### src/rtl/serial_adder.sv
// serial_adder: bit-serial WIDTH-bit adder built from one full-adder cell
// and a registered carry. Operands are captured on an accepted start and
// processed LSB-first, one bit per clock. The result is published with a
// one-cycle done pulse.
//
// Optional feature macro: SERIAL_ADDER_SUB_EN
//   When it is defined, sub=1 computes a - b as a + ~b + 1, and carryin is
//   ignored for that operation. When it is undefined, sub is ignored.
//
// Ports:
//   clk, rst_n        clock, async active-low reset
//   start             request (accepted in IDLE or DONE, ignored in RUN)
//   a, b, carryin     operands and initial carry, captured on accept
//   sub               subtract request (see macro above)
//   busy              high while bits are processed
//   done              one-cycle result-valid pulse
//   sum, carryout     registered result; held until the next completion
//   overflow          signed overflow (carry into MSB ^ carry out of MSB)
module serial_adder #(
  parameter int WIDTH = 8
) (
  input  logic             clk,
  input  logic             rst_n,
  input  logic             start,
  input  logic [WIDTH-1:0] a,
  input  logic [WIDTH-1:0] b,
  input  logic             carryin,
  input  logic             sub,
  output logic             busy,
  output logic             done,
  output logic [WIDTH-1:0] sum,
  output logic             carryout,
  output logic             overflow
);

  localparam int CW = (WIDTH > 1) ? $clog2(WIDTH) : 1;

  localparam logic [1:0] S_IDLE = 2'd0;
  localparam logic [1:0] S_RUN  = 2'd1;
  localparam logic [1:0] S_DONE = 2'd2;

  logic [1:0]       state_q, state_d;
  logic [WIDTH-1:0] a_sh_q, a_sh_d;
  logic [WIDTH-1:0] b_sh_q, b_sh_d;
  logic             c_q, c_d;
  logic [CW-1:0]    cnt_q, cnt_d;
  logic [WIDTH-1:0] work_q, work_d;
  logic [WIDTH-1:0] sum_q, sum_d;
  logic             cout_q, cout_d;
  logic             ovf_q, ovf_d;

  // Full-adder cell shared by every bit position.
  logic s_bit, c_nxt, last_bit, c_msb_in;
  assign s_bit    = a_sh_q[0] ^ b_sh_q[0] ^ c_q;
  assign c_nxt    = (a_sh_q[0] & b_sh_q[0]) | (a_sh_q[0] & c_q) | (b_sh_q[0] & c_q);
  assign last_bit = (cnt_q == CW'(WIDTH - 1));
  // The carry into the MSB is the carry held while the MSB is processed.
  // Because completion happens on that same edge, no separate flop is needed.
  assign c_msb_in = c_q;

`ifndef SERIAL_ADDER_SUB_EN
  logic sub_unused;
  assign sub_unused = sub;
`endif

  always_comb begin
    state_d = state_q;
    a_sh_d  = a_sh_q;
    b_sh_d  = b_sh_q;
    c_d     = c_q;
    cnt_d   = cnt_q;
    work_d  = work_q;
    sum_d   = sum_q;
    cout_d  = cout_q;
    ovf_d   = ovf_q;
    case (state_q)
      S_RUN: begin
        a_sh_d = a_sh_q >> 1;
        b_sh_d = b_sh_q >> 1;
        c_d    = c_nxt;
        cnt_d  = cnt_q + CW'(1);
        // Sum bits enter from the MSB side. After WIDTH shifts, bit 0 has
        // reached position 0.
        work_d = {s_bit, work_q[WIDTH-1:1]};
        if (last_bit) begin
          sum_d   = {s_bit, work_q[WIDTH-1:1]};
          cout_d  = c_nxt;
          ovf_d   = c_msb_in ^ c_nxt;
          state_d = S_DONE;
        end
      end
      default: begin // S_IDLE, S_DONE
        if (start) begin
          a_sh_d  = a;
          b_sh_d  = b;
          c_d     = carryin;
`ifdef SERIAL_ADDER_SUB_EN
          if (sub) begin
            b_sh_d = ~b;
            c_d    = 1'b1;
          end
`endif
          cnt_d   = '0;
          work_d  = '0;
          state_d = S_RUN;
        end else begin
          state_d = S_IDLE;
        end
      end
    endcase
  end

  always_ff @(posedge clk or negedge rst_n) begin
    if (!rst_n) begin
      state_q <= S_IDLE;
      a_sh_q  <= '0;
      b_sh_q  <= '0;
      c_q     <= 1'b0;
      cnt_q   <= '0;
      work_q  <= '0;
      sum_q   <= '0;
      cout_q  <= 1'b0;
      ovf_q   <= 1'b0;
    end else begin
      state_q <= state_d;
      a_sh_q  <= a_sh_d;
      b_sh_q  <= b_sh_d;
      c_q     <= c_d;
      cnt_q   <= cnt_d;
      work_q  <= work_d;
      sum_q   <= sum_d;
      cout_q  <= cout_d;
      ovf_q   <= ovf_d;
    end
  end

  assign busy     = (state_q == S_RUN);
  assign done     = (state_q == S_DONE);
  assign sum      = sum_q;
  assign carryout = cout_q;
  assign overflow = ovf_q;

endmodule

### config.mk
export PLATFORM = sky130hd
export DESIGN_NAME = serial_adder
export DESIGN_NICKNAME = d
export VERILOG_FILES = /design/src/rtl/serial_adder.sv
export SDC_FILE = /design/constraint.sdc
export NUM_CORES = 1
export LEC_CHECK = 0
export CORE_UTILIZATION = 50
export CTS_CLUSTER_DIAMETER = 60
export CTS_CLUSTER_SIZE = 25
export DETAILED_ROUTE_END_ITERATION = 10
export PLACE_DENSITY_LB_ADDON = 0.1
export SYNTH_ARGS = -nofsm -noshare
export SYNTH_HDL_FRONTEND = slang
export SYNTH_SLANG_ARGS = --single-unit
### constraint.sdc
create_clock -name clk -period 2.28 [get_ports clk]
set_input_delay 0.456 -clock clk [delete_from_list [all_inputs] [get_ports clk]]
set_output_delay 0.456 -clock clk [all_outputs]
set_load 0.1 [all_outputs]
# After elaboration in Yosys (flattened, before gate mapping)
# Cells that the tools add are included.
# W data, S select, Z words.
dict set report word_totals {
  regBits 40
  inputBits 21
  out_inout_bits 12
  word_cells 37
}
dict set report classes {
  n_addsub 1
  n_eq_ne 4
  n_mux 13
  n_bitwise 8
  n_reduce_logical 2
}
# op n
set ops {}
lappend ops {{$mux W8} 6}
lappend ops {{$mux W3} 2}
lappend ops {{$mux W2} 2}
lappend ops {{$add A3 B1 Y3 const B} 1}
lappend ops {{$and A1 B1 Y1} 3}
lappend ops {{$eq A3 B3 Y1 const B} 1}
lappend ops {{$mux W1} 3}
lappend ops {{$xor A1 B1 Y1} 3}
lappend ops {{$eq A2 B1 Y1 const B} 1}
lappend ops {{$eq A2 B2 Y1 const B} 1}
lappend ops {{$ne A2 B1 Y1 const B} 1}
lappend ops {{$or A1 B1 Y1} 2}
lappend ops {{$reduce_and A2 Y1} 1}
lappend ops {{$reduce_bool A2 Y1} 1}

# Longest topological paths before layout
# Gate-level depths: netlist of the first run.
dict set report logic_depth {
  word_depth 4
  ltp_mapped 6
  ltp_nobuf 5
}

# Worst setup path before layout of the first run
# Ideal clock, no wire load.
dict set report synth_timing {
  kind {reg-to-output}
  start {register state_q[0]}
  end {output port done}
  t_arrival_ns 1.179
  required_time_ns 1.824
  setup_slack_ns 0.645
  stages_incl_launch_ff 2
  n_path_buf 0
  cell_sequence {dfrtp_1 and2b_1}
}
dict set report synth_via {
  elab_chain_len 1
}
# item line
set synth_lines {}
lappend synth_lines {{start: declaration} 42} ;# logic [1:0] state_q, state_d;
lappend synth_lines {{start signal: assignment} 125} ;# state_q <= state_d;
lappend synth_lines {{$eq A2 B2 Y1} 138} ;# assign done = (state_q == S_DONE);
lappend synth_lines {{end: declaration} 30} ;# output logic done,
# No other way between the ends.

# Final worst setup path of the first run
dict set report layout_timing {
  start {register state_q[0]}
  end {output port busy}
}
dict set report layout_via {
  elab_chain_len 1
}
# item line
set layout_lines {}
lappend layout_lines {{$eq A2 B1 Y1} 137} ;# assign busy = (state_q == S_RUN);
lappend layout_lines {{end: declaration} 29} ;# output logic busy,
# No other way between the ends.

==> results.cfg, run 1 <==
[power]
leakage_nw = 1.05
power_density_mw_per_mm2 = 1580
power_w = 0.00340
ir_drop_v = 0.000603

[logic_synthesis]
synth_cell_types = 20
seq_area_frac_synth_pct = 55.1
synth_top_area_share_pct = 55.1
ys_warn_count = 0
avgSynthCellArea_um2 = 12.1
synth_nets = 171
syn_area_mm2 = 0.00177
synth_seq_cells = 39
synth.largest_area_cell = dfrtp_1
synth_cells = 147
synth.area.top_cells = dfrtp_1 55%, mux2i_1 9.6%, mux2_4 6.8%

[place]
place_congestion = 0.665
io_buffers = 31
dp_hpwl_um = 1910

[die]
dieWidth_um = 61.5
dieArea_mm2 = 0.00379
core-area_mm2 = 0.00336
rows = 21
io_pins = 33
start_util_pct = 52.7
die_h_um = 61.5

[timing]
skew_ns = 0.0161
min_period_over_period_pct = 82.2
hold_viol = 0
fmax_mhz = 534
finalSetupViolCount = 0
setup_tns_ns = 0
timing.final.crit_period_ns = 1.87
slew_headroom_pct = 43.9
drv_slew = 0
rsz0062_at_grt = false
worstMarginPinSlew_ns = 0.842

[clocking]
htreeDepth = 2
clock-root-buffer = clkbuf_4
cts_setup_buffers = 0
cts.repair.resized = 0
clkLatencyLatePin_ns = 0.36
cts_tree = yes
hold_buffers = 0
clockBufferDepth = 2
clk_pin_slew_ns = 0.13
numCtsBuffers = 5
cts.sinks = 39

[layout]
multiInputGateArea_um2 = 701
layout.nets = 201
final_cell_mix = 39 x dfrtp_1, 25 x nand2_1, 23 x o21ai_0, 18 x clkdlybuf4s50_1, 17 x mux2i_1
regArea_um2 = 976
nFillCells = 298
diodes = 0
mostFrequentLayoutCell = dfrtp_1
syn2layout_area_growth_pct = 21.1
drive_gt1_share_pct = 20.2

[hold_path]
hp-class = in2async

[global_routing]
gr-total-overflow = 0
grtUsageTotal_pct = 17.5
grt_pass1_vias = 1051
grt_max_degree = 40
antenna_found_initial = 0
grt_pass1_wl_um = 4660

[run_status]
status = finished clean

[flow_run]
maxCapViolCount = 0

[detailed_routing]
drt_wl_total_um = 2790
drtIter0Drc = 34
first_pass_iters = 4
vias_per_cell = 5.05
drc = 0
ant_nets = 0
wl_per_cell_um = 12.4
num_vias = 1132

[worst_setup_path]
timing.critical_path.fanout_max = 20
crit_slowest_cell = nor2b_4
crit_required_ns = 1.82
startpoint_type = flip-flop
crit_chain = nor2b_4 > buf_12
critPathCaptureType = output pin
cp.arrival_ns = 1.42
setup.worst_path.class = reg2out
cpPeakStageDelay_ns = 0.42
## cell families after synthesis
family	synth area share, %
buffers and inverters	5.37
adder cells (fa/ha/maj)	2.54
multiplexers	17.7
AND/OR/NAND/NOR	11.8
AO/OA/AOI/OAI	7.06
flip-flops	55.1
XOR/XNOR	0.494
## cell usage after synthesis
| library cell | n |
|---|---|
| dfrtp_1 | 39 |
| nand2_1 | 25 |
| o21ai_0 | 23 |
| mux2i_1 | 17 |
| nand2b_1 | 9 |
| mux2_4 | 8 |
| buf_6 | 5 |
| buf_4 | 4 |
| nor2_1 | 3 |
| ha_1 | 2 |
| mux2_2 | 2 |
| o21ai_1 | 2 |
| and2b_1 | 1 |
| clkbuf_2 | 1 |
| fa_1 | 1 |
| inv_1 | 1 |
| nand3b_4 | 1 |
| nor2_2 | 1 |
| nor2b_4 | 1 |
| xnor2_1 | 1 |
## worst max-delay path: cells and delay by family, from the launching register on
| kind | cells | cell delay, ns |
|---|---|---|
| flip-flops | 1 | 0.41 |
| buffers and inverters | 1 | 0.23 |
| AND/OR/NAND/NOR | 1 | 0.42 |
## metal layers
metal	vias to the layer above	global-route usage, %	wire length [um]
met5	-	0	0
met4	0	6.67	48
met3	6	6.30	123
met2	24	29.5	1350
met1	549	20.6	1260
li1	553	-	-
## through the flow
step / setup slack (ns) / std cells / utilization, % / hold slack (ns) / area (um2)
final: 0.407 / 224 / 63.8 / 0.195 / 2150
after global routing: 0.274 / 224 / 63.8 / 0.232 / 2150
after CTS: 0.373 / 224 / 63.8 / 0.214 / 2150
after detailed placement: 0.545 / 216 / 60.7 / 0.475 / 2040
after global placement: 0.551 / 216 / 60.7 / 0.463 / 2040
after floorplan: 0.645 / 147 / - / 0.160 / 1770
## flip-flops by register name (all words and copies together), names as in the netlist
signal / count
carryout: 1
cnt_q: 3
a_sh_q: 8
overflow: 1
work_q: 7
c_msb_in: 1
b_sh_q: 8
state_q: 2
sum: 8
## where the power goes
part / total (W) / switching [W] / internal, W
logic: 0.00164 / 0.00111 / 0.000529
clock network: 0.000576 / 0.000235 / 0.000341
registers: 0.00118 / 0.000186 / 0.000994
## area by class of cell
type	count	share of cell area, %
inverters	1	0.175
multi-input cells	97	32.7
clock inverters	3	3.15
well taps	46	2.68
repair buffers	33	14.1
clock buffers	5	1.75
flip-flops and latches	39	45.5
## worst paths after layout
check | slack [ns] | end | startpoint | cells after the start
max in group asynchronous | 1.55 | sum[5] | rst_n | 1
worst min register to register | 0.50 | a_sh_q[1] | a_sh_q[2] | 2
min in group clk | 0.50 | a_sh_q[1] | a_sh_q[2] | 2
worst max-delay path | 0.41 | busy | state_q[0] | 2
worst min-delay path | 0.20 | work_q[7] | rst_n | 1
worst max register to register | 0.78 | sum[3] | cnt_q[0] | 4
(Power assumes the default switching activity.)
==> run 2, diff against run 1 <==
- clock period: 2.28 -> 1.85 ns (I/O delays scaled with it)
==> results.cfg, run 2 (synthesis results as in run 1) <==
[power]
leakage_nw = 1.08
power_density_mw_per_mm2 = 1870
ir_drop_v = 0.000952

[timing]
drv_slew = 0
rsz0062_at_grt = false
worstMarginPinSlew_ns = 0.478
min_period_over_period_pct = 84.2
setup_tns_ns = 0
slew_headroom_pct = 68.2
hold_viol = 0
finalSetupViolCount = 0
fmax_mhz = 642
skew_ns = 0.00767
timing.final.crit_period_ns = 1.56

[detailed_routing]
wl_per_cell_um = 12.6
drc = 0
vias_per_cell = 4.96
first_pass_iters = 4
num_vias = 1111
drt_wl_total_um = 2830
ant_nets = 0
drtIter0Drc = 26

[clocking]
cts.sinks = 39
htreeDepth = 2
clock-root-buffer = clkbuf_4
numCtsBuffers = 5
clockBufferDepth = 2
cts_setup_buffers = 0
clkLatencyLatePin_ns = 0.33
cts_tree = yes
clk_pin_slew_ns = 0.11
cts.repair.resized = 0
hold_buffers = 0

[place]
dp_hpwl_um = 1990
place_congestion = 0.665
io_buffers = 31

[layout]
drive_gt1_share_pct = 19.7
final_cell_mix = 39 x dfrtp_1, 25 x nand2_1, 23 x o21ai_0, 18 x clkdlybuf4s50_1, 17 x mux2i_1
final_util_pct = 66.8
diodes = 0
nFillCells = 267
mostFrequentLayoutCell = dfrtp_1
layout.nets = 203
syn2layout_area_growth_pct = 26.8

[worst_setup_path]
startpoint_type = flip-flop
cp.arrival_ns = 1.19
setup.worst_path.class = reg2out
crit_required_ns = 1.48
critPathCaptureType = output pin
timing.critical_path.fanout_max = 5

[die]
rows = 21
die_h_um = 61.5
core-area_mm2 = 0.00336
dieArea_mm2 = 0.00379
start_util_pct = 52.7
dieWidth_um = 61.5
io_pins = 33

[global_routing]
gr-total-overflow = 0
grt_pass1_vias = 1115
antenna_found_initial = 0
grt_pass1_wl_um = 4820
grt_max_degree = 40
grtUsageTotal_pct = 17.9

[run_status]
status = finished clean

[flow_run]
maxCapViolCount = 0

[hold_path]
hp-class = in2async
==> run 2: final timing paths <==
kind	start	end	slack (ns)	depth (start not counted)
max reg2reg	cnt_q[0]	sum[3]	0.35	4
min reg2reg	a_sh_q[1]	a_sh_q[0]	0.49	2
min	rst_n	cnt_q[2]	0.07	2
min in group clk	a_sh_q[1]	a_sh_q[0]	0.49	2
max in group asynchronous	rst_n	c_msb_in	1.45	2
max	state_q[0]	busy	0.29	2
==> run 2: through the flow <==
step	hold slack (ns)	instance area, um2	setup WS, ns	std cells	power [W]
after CTS	0.0821	2250	0.262	224	0.00424
after global placement	0.450	2210	0.326	218	0.00379
after global routing	0.0973	2250	0.204	224	0.00447
after detailed placement	0.452	2210	0.314	218	0.00385
final	0.0692	2250	0.292	224	0.00419
after floorplan	0.0744	1770	0.301	147	0.00317
==> run 2: routing by layer <==
layer  up-vias  global-route usage (%)  routed length (um)
met5         -                       0                   0
met1       534                    20.7                1260
met2        23                    30.9                1430
li1        550                       -                   -
met3         4                    6.30                 116
met4         0                    5.71                  32
==> run 2: worst max-delay path, stage by stage (launching register included) <==
cell and delay, ns:
dfrtp_1 0.41, nor2b_4 0.25, buf_12 0.20
==> run 2: final cells by class <==
type	count	area, um2	area share, %
flip-flops and latches	39	976	43.4
multi-input cells	97	701	31.2
repair buffers	35	468	20.8
well taps	46	57.6	2.56
clock buffers	6	41.3	1.84
inverters	1	3.75	0.167
==> run 2: power breakdown <==
part | leakage [nW] | switching, W | internal [W] | total, W
registers | 0.505 | 0.000286 | 0.00123 | 0.00151
clock network | 0.0242 | 0.000251 | 0.000135 | 0.000387
logic | 0.547 | 0.00137 | 0.000920 | 0.00229
total | 1.08 | 0.00191 | 0.00228 | 0.00419
